**src/rtl/pipelined_add_sub_pkg.sv**
```systemverilog
// Shared definitions for the pipelined add/subtract unit.
//   OP_ADD / OP_SUB : encodings of the 'sub' mode input, used by the
//                     decoder that drives the unit.
//   signed_ovf      : two's-complement overflow from the operand and
//                     result sign bits.
package pipelined_add_sub_pkg;

  localparam logic OP_ADD = 1'b0;
  localparam logic OP_SUB = 1'b1;

  // Operand signs agree, but the result sign differs from them.
  // The B sign passed in must be the effective (possibly inverted) operand.
  function automatic logic signed_ovf(input logic a_msb, input logic b_msb,
                                      input logic s_msb);
    return (a_msb == b_msb) && (s_msb != a_msb);
  endfunction

endpackage

```
**src/rtl/add_chunk.sv**
```systemverilog
// One carry-chain slice of the pipelined adder. Purely combinational.
//   a, b : C-bit operand slices
//   cin  : carry into the slice
//   s    : C-bit sum slice
//   cout : carry out of the slice
module add_chunk #(
  parameter int C = 8
) (
  input  logic [C-1:0] a,
  input  logic [C-1:0] b,
  input  logic         cin,
  output logic [C-1:0] s,
  output logic         cout
);

  assign {cout, s} = {1'b0, a} + {1'b0, b} + {{C{1'b0}}, cin};

endmodule

```
**src/rtl/pipelined_add_sub.sv**
```systemverilog
// Pipelined integer add/subtract unit. The WIDTH-bit carry chain is cut
// into STAGES slices; stage k resolves slice k using the carry registered
// by stage k-1, so a wide add closes timing at one slice per cycle.
// The whole pipe advances together whenever the output slot is free or
// being consumed.
//   clk, reset          : clock, synchronous active-high reset
//   in_valid / in_ready : operation handshake (a, b, sub, tag_in)
//   out_valid/out_ready : result handshake (sum, carry, overflow, zero,
//                         tag_out)
//   busy                : some stage holds a live operation
module pipelined_add_sub
  import pipelined_add_sub_pkg::*;
#(
  parameter int WIDTH  = 32,
  parameter int STAGES = 4,
  parameter int TAG_W  = 5
) (
  input  logic             clk,
  input  logic             reset,
  input  logic             in_valid,
  output logic             in_ready,
  input  logic [WIDTH-1:0] a,
  input  logic [WIDTH-1:0] b,
  input  logic             sub,
  input  logic [TAG_W-1:0] tag_in,
  output logic             out_valid,
  input  logic             out_ready,
  output logic [WIDTH-1:0] sum,
  output logic             carry,
  output logic             overflow,
  output logic             zero,
  output logic [TAG_W-1:0] tag_out,
  output logic             busy
);

  localparam int C = WIDTH / STAGES;

  logic             adv;
  logic [WIDTH-1:0] b_eff;

  // Stage registers, index k = pipeline position (STAGES-1 is the output).
  logic [STAGES-1:0] vld_p;
  logic [WIDTH-1:0]  a_p   [STAGES];
  logic [WIDTH-1:0]  b_p   [STAGES];
  logic [WIDTH-1:0]  s_p   [STAGES];
  logic [STAGES-1:0] cy_p;
  logic [TAG_W-1:0]  tag_p [STAGES];

  // Values arriving at each stage register on the next advance.
  logic [STAGES-1:0] vld_src;
  logic [WIDTH-1:0]  a_src   [STAGES];
  logic [WIDTH-1:0]  b_src   [STAGES];
  logic [WIDTH-1:0]  s_src   [STAGES];
  logic [WIDTH-1:0]  s_nxt   [STAGES];
  logic [STAGES-1:0] cin_src;
  logic [TAG_W-1:0]  tag_src [STAGES];
  logic [C-1:0]      s_chunk [STAGES];
  logic [STAGES-1:0] cout_c;

  assign adv      = !out_valid || out_ready;
  assign in_ready = adv;

  // Subtraction is a + ~b + 1; the +1 enters as the slice-0 carry-in.
  assign b_eff = (sub == OP_SUB) ? ~b : b;

  for (genvar k = 0; k < STAGES; k++) begin : g_stage
    localparam logic [WIDTH-1:0] MASK = WIDTH'({C{1'b1}}) << (k * C);

    if (k == 0) begin : g_head
      assign vld_src[k] = in_valid;
      assign a_src[k]   = a;
      assign b_src[k]   = b_eff;
      assign cin_src[k] = sub;
      assign s_src[k]   = '0;
      assign tag_src[k] = tag_in;
    end else begin : g_body
      assign vld_src[k] = vld_p[k-1];
      assign a_src[k]   = a_p[k-1];
      assign b_src[k]   = b_p[k-1];
      assign cin_src[k] = cy_p[k-1];
      assign s_src[k]   = s_p[k-1];
      assign tag_src[k] = tag_p[k-1];
    end

    add_chunk #(.C(C)) u_chunk (
      .a    (a_src[k][k*C +: C]),
      .b    (b_src[k][k*C +: C]),
      .cin  (cin_src[k]),
      .s    (s_chunk[k]),
      .cout (cout_c[k])
    );

    // Splice this stage's slice into the partially built sum.
    assign s_nxt[k] = (s_src[k] & ~MASK) | (WIDTH'(s_chunk[k]) << (k * C));
  end

  // ---- stage boundary: valid bits (control, reset) ----
  always_ff @(posedge clk) begin
    if (reset) begin
      vld_p <= '0;
    end else if (adv) begin
      vld_p <= vld_src;
    end
  end

  // ---- stage boundary: datapath registers (no reset) ----
  always_ff @(posedge clk) begin
    if (adv) begin
      for (int k = 0; k < STAGES; k++) begin
        a_p[k]   <= a_src[k];
        b_p[k]   <= b_src[k];
        s_p[k]   <= s_nxt[k];
        cy_p[k]  <= cout_c[k];
        tag_p[k] <= tag_src[k];
      end
    end
  end

  // Data registers are never reset, so every result field is qualified by
  // the output valid bit; this also forces them to zero during reset.
  assign out_valid = vld_p[STAGES-1];
  assign busy      = |vld_p;
  assign sum       = out_valid ? s_p[STAGES-1] : '0;
  assign carry     = out_valid && cy_p[STAGES-1];
  assign overflow  = out_valid && signed_ovf(a_p[STAGES-1][WIDTH-1],
                                             b_p[STAGES-1][WIDTH-1],
                                             s_p[STAGES-1][WIDTH-1]);
  assign zero      = out_valid && (s_p[STAGES-1] == '0);
  assign tag_out   = out_valid ? tag_p[STAGES-1] : '0;

endmodule

```
**config.mk**
```make
export PLATFORM = sky130hd
export DESIGN_NAME = pipelined_add_sub
export DESIGN_NICKNAME = d
export VERILOG_FILES = /design/src/rtl/pipelined_add_sub_pkg.sv /design/src/rtl/add_chunk.sv /design/src/rtl/pipelined_add_sub.sv
export SDC_FILE = /design/constraint.sdc
export NUM_CORES = 1
export LEC_CHECK = 0
export ABC_AREA = 1
export CELL_PAD_IN_SITES_DETAIL_PLACEMENT = 0
export CELL_PAD_IN_SITES_GLOBAL_PLACEMENT = 1
export CORE_MARGIN = 4
export CORE_UTILIZATION = 37
export CTS_BUF_LIST = sky130_fd_sc_hd__clkbuf_4
export CTS_CLUSTER_SIZE = 40
export DETAILED_ROUTE_END_ITERATION = 10
export DONT_BUFFER_PORTS = 1
export GPL_TIMING_DRIVEN = 0
export PLACE_DENSITY_LB_ADDON = 0.15
export SETUP_SLACK_MARGIN = 0.2
export SYNTH_ARGS = -nofsm -noshare
export SYNTH_HDL_FRONTEND = slang
export SYNTH_HIERARCHICAL = 1
export SYNTH_SLANG_ARGS = --single-unit
```
**constraint.sdc**
```tcl
create_clock -name clk -period 8.9 [get_ports clk]
set_input_delay 0.89 -clock clk [delete_from_list [all_inputs] [get_ports clk]]
set_output_delay 0.89 -clock clk [all_outputs]
set_load 0.01 [all_outputs]
```
### After elaboration in Yosys (flattened, before gate mapping)

Memories as Yosys holds them, arrays and structs flattened.
Index checks and enable logic that the tools add are counted.

| word-level totals | value |
|---|---|
| register bits after elaboration | 8 |
| bits in latches | 0 |
| RAM bits | 404 |
| ROM bits | 0 |
| input port bits | 74 |
| output and inout bits | 43 |
| logic and storage cells | 33 |
| memories kept | 4 |

Memory list:

| memory | words | bits a word | read ports | clocked after memory_dff | wr ports | line | source |
|---|---|---|---|---|---|---|---|
| a_p | 4 | 32 | 4 | 0 | 4 | pipelined_add_sub.sv:43 | `logic [WIDTH-1:0] a_p [STAGES];` |
| b_p | 4 | 32 | 4 | 0 | 4 | pipelined_add_sub.sv:44 | `logic [WIDTH-1:0] b_p [STAGES];` |
| s_p | 4 | 32 | 4 | 0 | 4 | pipelined_add_sub.sv:45 | `logic [WIDTH-1:0] s_p [STAGES];` |
| tag_p | 4 | 5 | 4 | 0 | 4 | pipelined_add_sub.sv:47 | `logic [TAG_W-1:0] tag_p [STAGES];` |

| cells by class | value |
|---|---|
| add/subtract/negate cells | 8 |
| multiply operators | 0 |
| divide/modulo/power cells | 0 |
| order comparisons | 0 |
| equality and inequality tests | 2 |
| shifts and indexed selects | 0 |
| mux-type cells | 5 |
| bitwise operators | 4 |
| reductions and logical operators | 8 |

Operators by type and width:

| cell | count |
|---|---|
| two-way mux 32 bit | 2 |
| adder 8 x 8 -> 9 bit | 4 |
| adder 9 x 1 -> 9 bit | 4 |
| logical NOT 32 bit | 1 |
| inverter 32 bit | 1 |
| bitwise OR 24 x 32 -> 32 bit | 1 |
| bitwise OR 32 x 16 -> 32 bit | 1 |
| bitwise OR 32 x 24 -> 32 bit | 1 |
| two-way mux 5 bit | 1 |
| logical AND 1 bit | 4 |
| OR reduction 4 bit | 1 |
| two-way mux 1 bit | 2 |
| == test 1 bit | 1 |
| logical NOT 1 bit | 1 |
| logical OR 1 bit | 1 |
| != test 1 bit | 1 |

### Logic depth before layout (Yosys ltp)

Gate-level depths: netlist (run 1).

| depth | value |
|---|---|
| depth in word-level cells | 4 |
| gate-level depth with buffers | 10 |
| depth with buffers taken out | 9 |

### Modules after synthesis

The synthesis (run 1) kept the hierarchy.

By module, submodules not included:

| module | times used | cells an instance | area each (um2) | sequential area each (um2) |
|---|---|---|---|---|
| pipelined_add_sub | 1 | 372 | 6981.7 | 6145.9 |
| add_chunk | 4 | 59 | 384.1 | 0.0 |

### Worst setup path after synthesis (run 1)

Ideal clock, no wire load.

| timing | value |
|---|---|
| path type | input to output |
| start point | in out_ready |
| end point | out in_ready |
| arrival time | 3150 ps |
| data required time | 8010 ps |
| setup slack | 4860 ps |
| stages on the path | 2 |
| buffers on the path | 0 |
| cell sequence | nor2_4 > inv_2 |

| on the way | value |
|---|---|
| longest elaborated chain between the ends | 1 |

Ends and longest elaborated chain:

| element | line | source |
|---|---|---|
| start: declaration | pipelined_add_sub.sv:27 | `input logic out_ready,` |
| logical OR 1 bit | pipelined_add_sub.sv:60 | `assign adv = !out_valid \|\| out_ready;` |
| end: declaration | pipelined_add_sub.sv:21 | `output logic in_ready,` |

Every way passes these cells.

### Final worst setup path (run 1)

| timing | value |
|---|---|
| start point | reg vld_p[3] |
| end point | out in_ready |

| on the way | value |
|---|---|
| longest elaborated chain between the ends | 2 |

Ends and longest elaborated chain:

| element | line | source |
|---|---|---|
| start: declaration | pipelined_add_sub.sv:42 | `logic [STAGES-1:0] vld_p;` |
| start signal: assignment | pipelined_add_sub.sv:102 | `vld_p <= vld_src;` |
| logical NOT 1 bit | pipelined_add_sub.sv:60 |  |
| logical OR 1 bit | pipelined_add_sub.sv:60 |  |

Every way passes these cells.

==> flow_summary.toml, run 1 <==
[grt]
gr-total-overflow = 0
grt_pass1_wl_um = 21750
grt_pass1_vias = 4546
track_usage_pct = 10.58
antenna_found_initial = 1
grt_max_degree = 123

[synth]
synth.yosys.seq_area_share_pct = 72.15
yosysWarnings = 6
netlist-cell-type-count = 25
ys_ff_latch = 206
synth_cells = 608
synth_nets = 718
syn_area_mm2 = 0.008518
post_synth.cell_area_avg_um2 = 14.01

[placed_design]
post-dp-hpwl_um = 8898
place_congestion = 0.7944
dpl.cell_count = 894
port_buffers = 0
place_area_mm2 = 0.008910

[cts]
hold_buffers = 0
cts_resized = 0
root_buffer = "clkbuf_4"
clk_latency_ps = 640
numCtsBuffers = 55
cts_tree = "done"
post_cts_buffers = 0
h-tree-depth = 2
cts.sinks = 206
clockBufferDepth = 3
clkTransAtPathRegs_ps = 70

[power]
switchingPower_w = 0.0005496
internal_power_w = 0.001819
ir_worst_vdd_mv = 0.1108
clock_power_share_pct = 33.3
p_per_area_mw_per_mm2 = 247.1
leakage_nw = 4.188
p_comb_share_pct = 10.0
power.share.switching_pct = 23.21
p_seq_share_pct = 56.8

[final_layout]
multi_input_area_mm2 = 0.002038
nNetsFinal = 776
ff_latch_area_mm2 = 0.006146
final_area_mm2 = 0.009584
stdcell_count = 987
drive_gt1_share_pct = 18.83
num-fill-cells = 2118
utilization_pct = 42.33
syn2layout_area_growth_pct = 12.51

[timing]
hold_viol = 0
hold_slack_ps = 343.9
finalClockSkew_ps = 34.87
setup_viol = 0
period_share_pct = 35.95
rsz0062_at_grt = "false"
fin_setup_tns_ps = 0
period_minus_slack_ps = 3200
max_freq_mhz = 312.5
slew-limit-headroom_pct = 42.79
tightest_slew_ps = 858.2
maxSlewViolCount = 0

[route]
wl_um = 13380
drt_iter0_drc = 202
vias = 4333
postRouteAntennaNets = 0
firstDrtPassIters = 4
wl_per_cell_um = 13.55
via_per_inst = 4.390
drc = 0

[floorplanning]
die_h_um = 159.7
num_rows = 55
io_pins = 117
coreArea_mm2 = 0.02264
start_util_pct = 37.62
dieArea_mm2 = 0.02551
die_w_um = 159.7

[min_path]
min_path_type = "in2reg"

[run]
maxCapViolCount = 0

[critical_path]
cp.required_ps = 8010
crit_path_end_kind = "primary output"
worstSetupStartpointType = "flop"
worstPathMaxFanout = 122
path_class = "reg2out"
cp_data_arrival_time_ps = 2310

[status]
status = "finished, final reports clean"
[power by group through the flow]
stage	Combinational, W	Clock, W	Sequential [W]
finish	0.000236	0.000788	0.00134
global placement	0.000236	0	0.00136
detailed placement	0.000240	0	0.00137
global route	0.000275	0.000884	0.00136
CTS	0.000241	0.000833	0.00135
floorplan	0.000195	0	0.00135
[layout by cell type, fill, tap and decap left out, drive strengths merged]
| master | count |
|---|---|
| edfxtp | 202 |
| ha | 28 |
| fa | 8 |
| xnor2 | 8 |
| nor3 | 1 |
| bufinv | 1 |
| nand3b | 8 |
| or2 | 9 |
| nand2 | 150 |
| clkbuf | 80 |
| inv | 76 |
| clkinv | 10 |
| buf | 9 |
| dfxtp | 4 |
| xor2 | 36 |
| nand3 | 19 |
| diode | 1 |
| a211oi | 1 |
| nor2 | 34 |
| a21oi | 16 |
| o21ai | 1 |
[through the flow]
step	setup slack (ps)	power (W)
final	5700	0.002368
after global routing	5430	0.002523
after CTS	5519	0.002421
after detailed placement	5964	0.001606
after global placement	4056	0.001598
after floorplan	4860	0.001541
[state kept, by name, indices dropped and copies added, names as in the netlist]
register,cells
vld_p,4
cy_p,4
tag_p,20
b_p,49
s_p,80
a_p,49
[cells in the mapped netlist (all sizes together)]
cell type  instances  share of area [%]
ha                28                4.1
inv               75                3.3
nor2              34                1.7
xnor2              8               0.82
o21ai              1              0.059
a21oi             16               0.94
nand2            150                7.0
fa                 8                1.9
a211oi             1               0.15
xor2              36                3.7
nor3               1              0.059
nand3             19                1.4
nand3b             8                1.3
or2                9               0.90
buf                8               0.62
dfxtp              4               0.94
edfxtp           202                 71
[per-layer routing]
metal / track usage, % / vias up / routed length [um]
li1: - / 2203 / -
met1: 11.62 / 1983 / 5323
met2: 17.55 / 116 / 6704
met3: 4.026 / 31 / 907
met4: 6.154 / 0 / 442
met5: 0 / - / 0
[critical path: stages (launching register included)]
cell     delay [ps]
dfxtp_1         440
inv_2           140
nor2_4           70
inv_8           560
buf_16          390
[logic make-up (layout without fill, tap and decap cells)]
group,Yosys count,after routing,synth area share (%)
AOI/OAI and AO/OA,18,18,1.146
DFF,206,206,72.15
xor gates and xnor gates,44,44,4.524
other,0,1,0
adders and majority gates,36,36,5.993
buffers and inverters,83,176,3.922
and+or+nand+nor,221,221,12.26
[area by class of cell]
type	count	area share, %
tap	285	3.721
multi-input combinational	319	21.27
inverter	75	3.016
timing repair buffer	1	0.2872
clock buffer	80	6.266
buffer	8	0.5483
antenna	1	0.02611
clock inverter	12	0.7441
sequential	206	64.13
[path summary, 6_finish.rpt]
kind / startpoint / end / slack, ps / depth (start not counted)
hold / removal: a[12] / a_p[0][12]$_DFFE_PP_ / 340 / 0
setup reg to reg: a_p[1][16]$_DFFE_PP_ / cy_p[2]$_DFFE_PP_ / 6840 / 8
setup / recovery: vld_p[3]$_SDFFE_PP0P_ / in_ready / 5700 / 4
hold reg to reg: b_p[0][21]$_DFFE_PP_ / b_p[1][21]$_DFFE_PP_ / 410 / 0
Power figures use the tool's default switching activity.
==> run 2, diff against run 1 <==
Clock period 8.9 ns to 3.1 ns, I/O delays scaled along.
==> flow_summary.toml, run 2 (synthesis results as in run 1) <==
[floorplanning]
start_util_pct = 37.62
die_w_um = 159.7
io_pins = 117
dieArea_mm2 = 0.02551
num_rows = 55
coreArea_mm2 = 0.02264
die_h_um = 159.7

[critical_path]
worstPathMaxFanout = 6
cp.required_ps = 2790
path_class = "reg2out"
cp_data_arrival_time_ps = 1890
crit_path_end_kind = "primary output"
worstSetupStartpointType = "flop"

[cts]
clkTransAtPathRegs_ps = 60
numCtsBuffers = 56
h-tree-depth = 2
clk_latency_ps = 640
cts.sinks = 206
cts_resized = 0
cts_tree = "done"
clockBufferDepth = 3
post_cts_buffers = 0
root_buffer = "clkbuf_4"

[final_layout]
num-fill-cells = 2058
reg_top3 = "s_p: 80 flops, a_p: 49 flops, b_p: 49 flops"
max_flop_register = "s_p"
final_cell_mix = "edfxtp_1 (202), nand2_1 (138), clkbuf_4 (84), inv_1 (69), dlygate4sd3_1 (62)"
stdcell_count = 1053
utilization_pct = 45.21
largest_register_ffs = 80
syn2layout_area_growth_pct = 20.17
final_common_cell = "edfxtp_1"
nNetsFinal = 839
ff_latch_area_mm2 = 0.006146
drive_gt1_share_pct = 17.86
multi_input_area_mm2 = 0.002038

[run]
maxCapViolCount = 0

[timing]
slew-limit-headroom_pct = 49.28
max_freq_mhz = 455.4
fin_setup_tns_ps = 0
fin_ws_ps = 903.9
maxSlewViolCount = 0
rsz0062_at_grt = "false"
period_minus_slack_ps = 2196
finalClockSkew_ps = 41.40
setup_viol = 0
hold_viol = 0
tightest_slew_ps = 760.7
period_share_pct = 70.84

[placed_design]
dpl.cell_count = 894
pre_cts_ws_ps = 834.8
post-dp-hpwl_um = 8858
place_congestion = 0.7895
port_buffers = 0

[power]
p_per_area_mw_per_mm2 = 676.2
power_w = 0.006922
leakage_nw = 4.469
ir_worst_vdd_mv = 0.3095

[grt]
antenna_found_initial = 1
gr-total-overflow = 0
grt_pass1_wl_um = 22050
track_usage_pct = 10.67
grt_max_degree = 110
grt_pass1_vias = 4752

[status]
status = "finished, final reports clean"

[route]
postRouteAntennaNets = 0
wl_um = 13630
wl_per_cell_um = 12.94
firstDrtPassIters = 4
vias = 4515
drc = 0
drt_iter0_drc = 161
via_per_inst = 4.288

[min_path]
min_path_type = "in2reg"
## run 2: cell types whose count changed in the layout (fill, tap and decap cells not counted), sizes merged
cell and change:
clkbuf +4, dlygate4sd3 +62
## run 2: metrics by stage
step | instance area, um^2 | hold WS [ps]
2_1_floorplan | 8521 | 379.1
3_3_place_gp | 8877 | 381.8
3_5_place_dp | 8910 | 382.5
4_1_cts | 10230 | 11.95
5_1_grt | 10240 | 47.75
6_report | 10240 | 98.13
## run 2: timing repair
action	4_1_cts	5_1_grt
endpoints found under the hold margin	60	0
endpoints found under the setup margin	0	0
hold buffers	62	0
## run 2: per-layer routing
metal / share of wire, % / track usage, % / vias up
li1: - / - / 2327
met1: 39 / 11.11 / 2054
met2: 52 / 18.83 / 107
met3: 6.3 / 3.948 / 27
met4: 2.4 / 5.483 / 0
met5: 0 / 0 / -
## run 2: cell type report
cell class,instances,share of cell area [%]
Multi-Input combinational cell,319,19.91
Antenna cell,1,0.02445
Buffer,8,0.5134
Sequential cell,206,60.04
Inverter,75,2.824
Tap cell,285,3.484
Clock buffer,84,6.161
Timing Repair Buffer,63,6.332
Clock inverter,12,0.7090
## run 2: worst max-delay path: stages (launching register included)
cell,delay (ps)
dfxtp_1,590
nand2_1,90
nor2_1,180
nand3_1,130
nor2_1,260
## run 2: power breakdown
| group | leakage, nW | switching [W] | total [W] | internal, W |
|---|---|---|---|---|
| sequential | 2.17 | 0.000168 | 0.00386 | 0.00369 |
| clock | 0.423 | 0.00102 | 0.00232 | 0.00130 |
| combinational | 1.87 | 0.000403 | 0.000742 | 0.000339 |
## run 2: worst paths after layout
check | startpoint | to | slack (ps) | depth (start not counted)
max reg2reg | a_p[1][16]$_DFFE_PP_ | cy_p[2]$_DFFE_PP_ | 1040 | 8
min | sub | b_p[0][31]$_DFFE_PP_ | 100 | 2
min reg2reg | s_p[1][13]$_DFFE_PP_ | s_p[2][13]$_DFFE_PP_ | 390 | 0
max | vld_p[3]$_SDFFE_PP0P_ | zero | 900 | 4
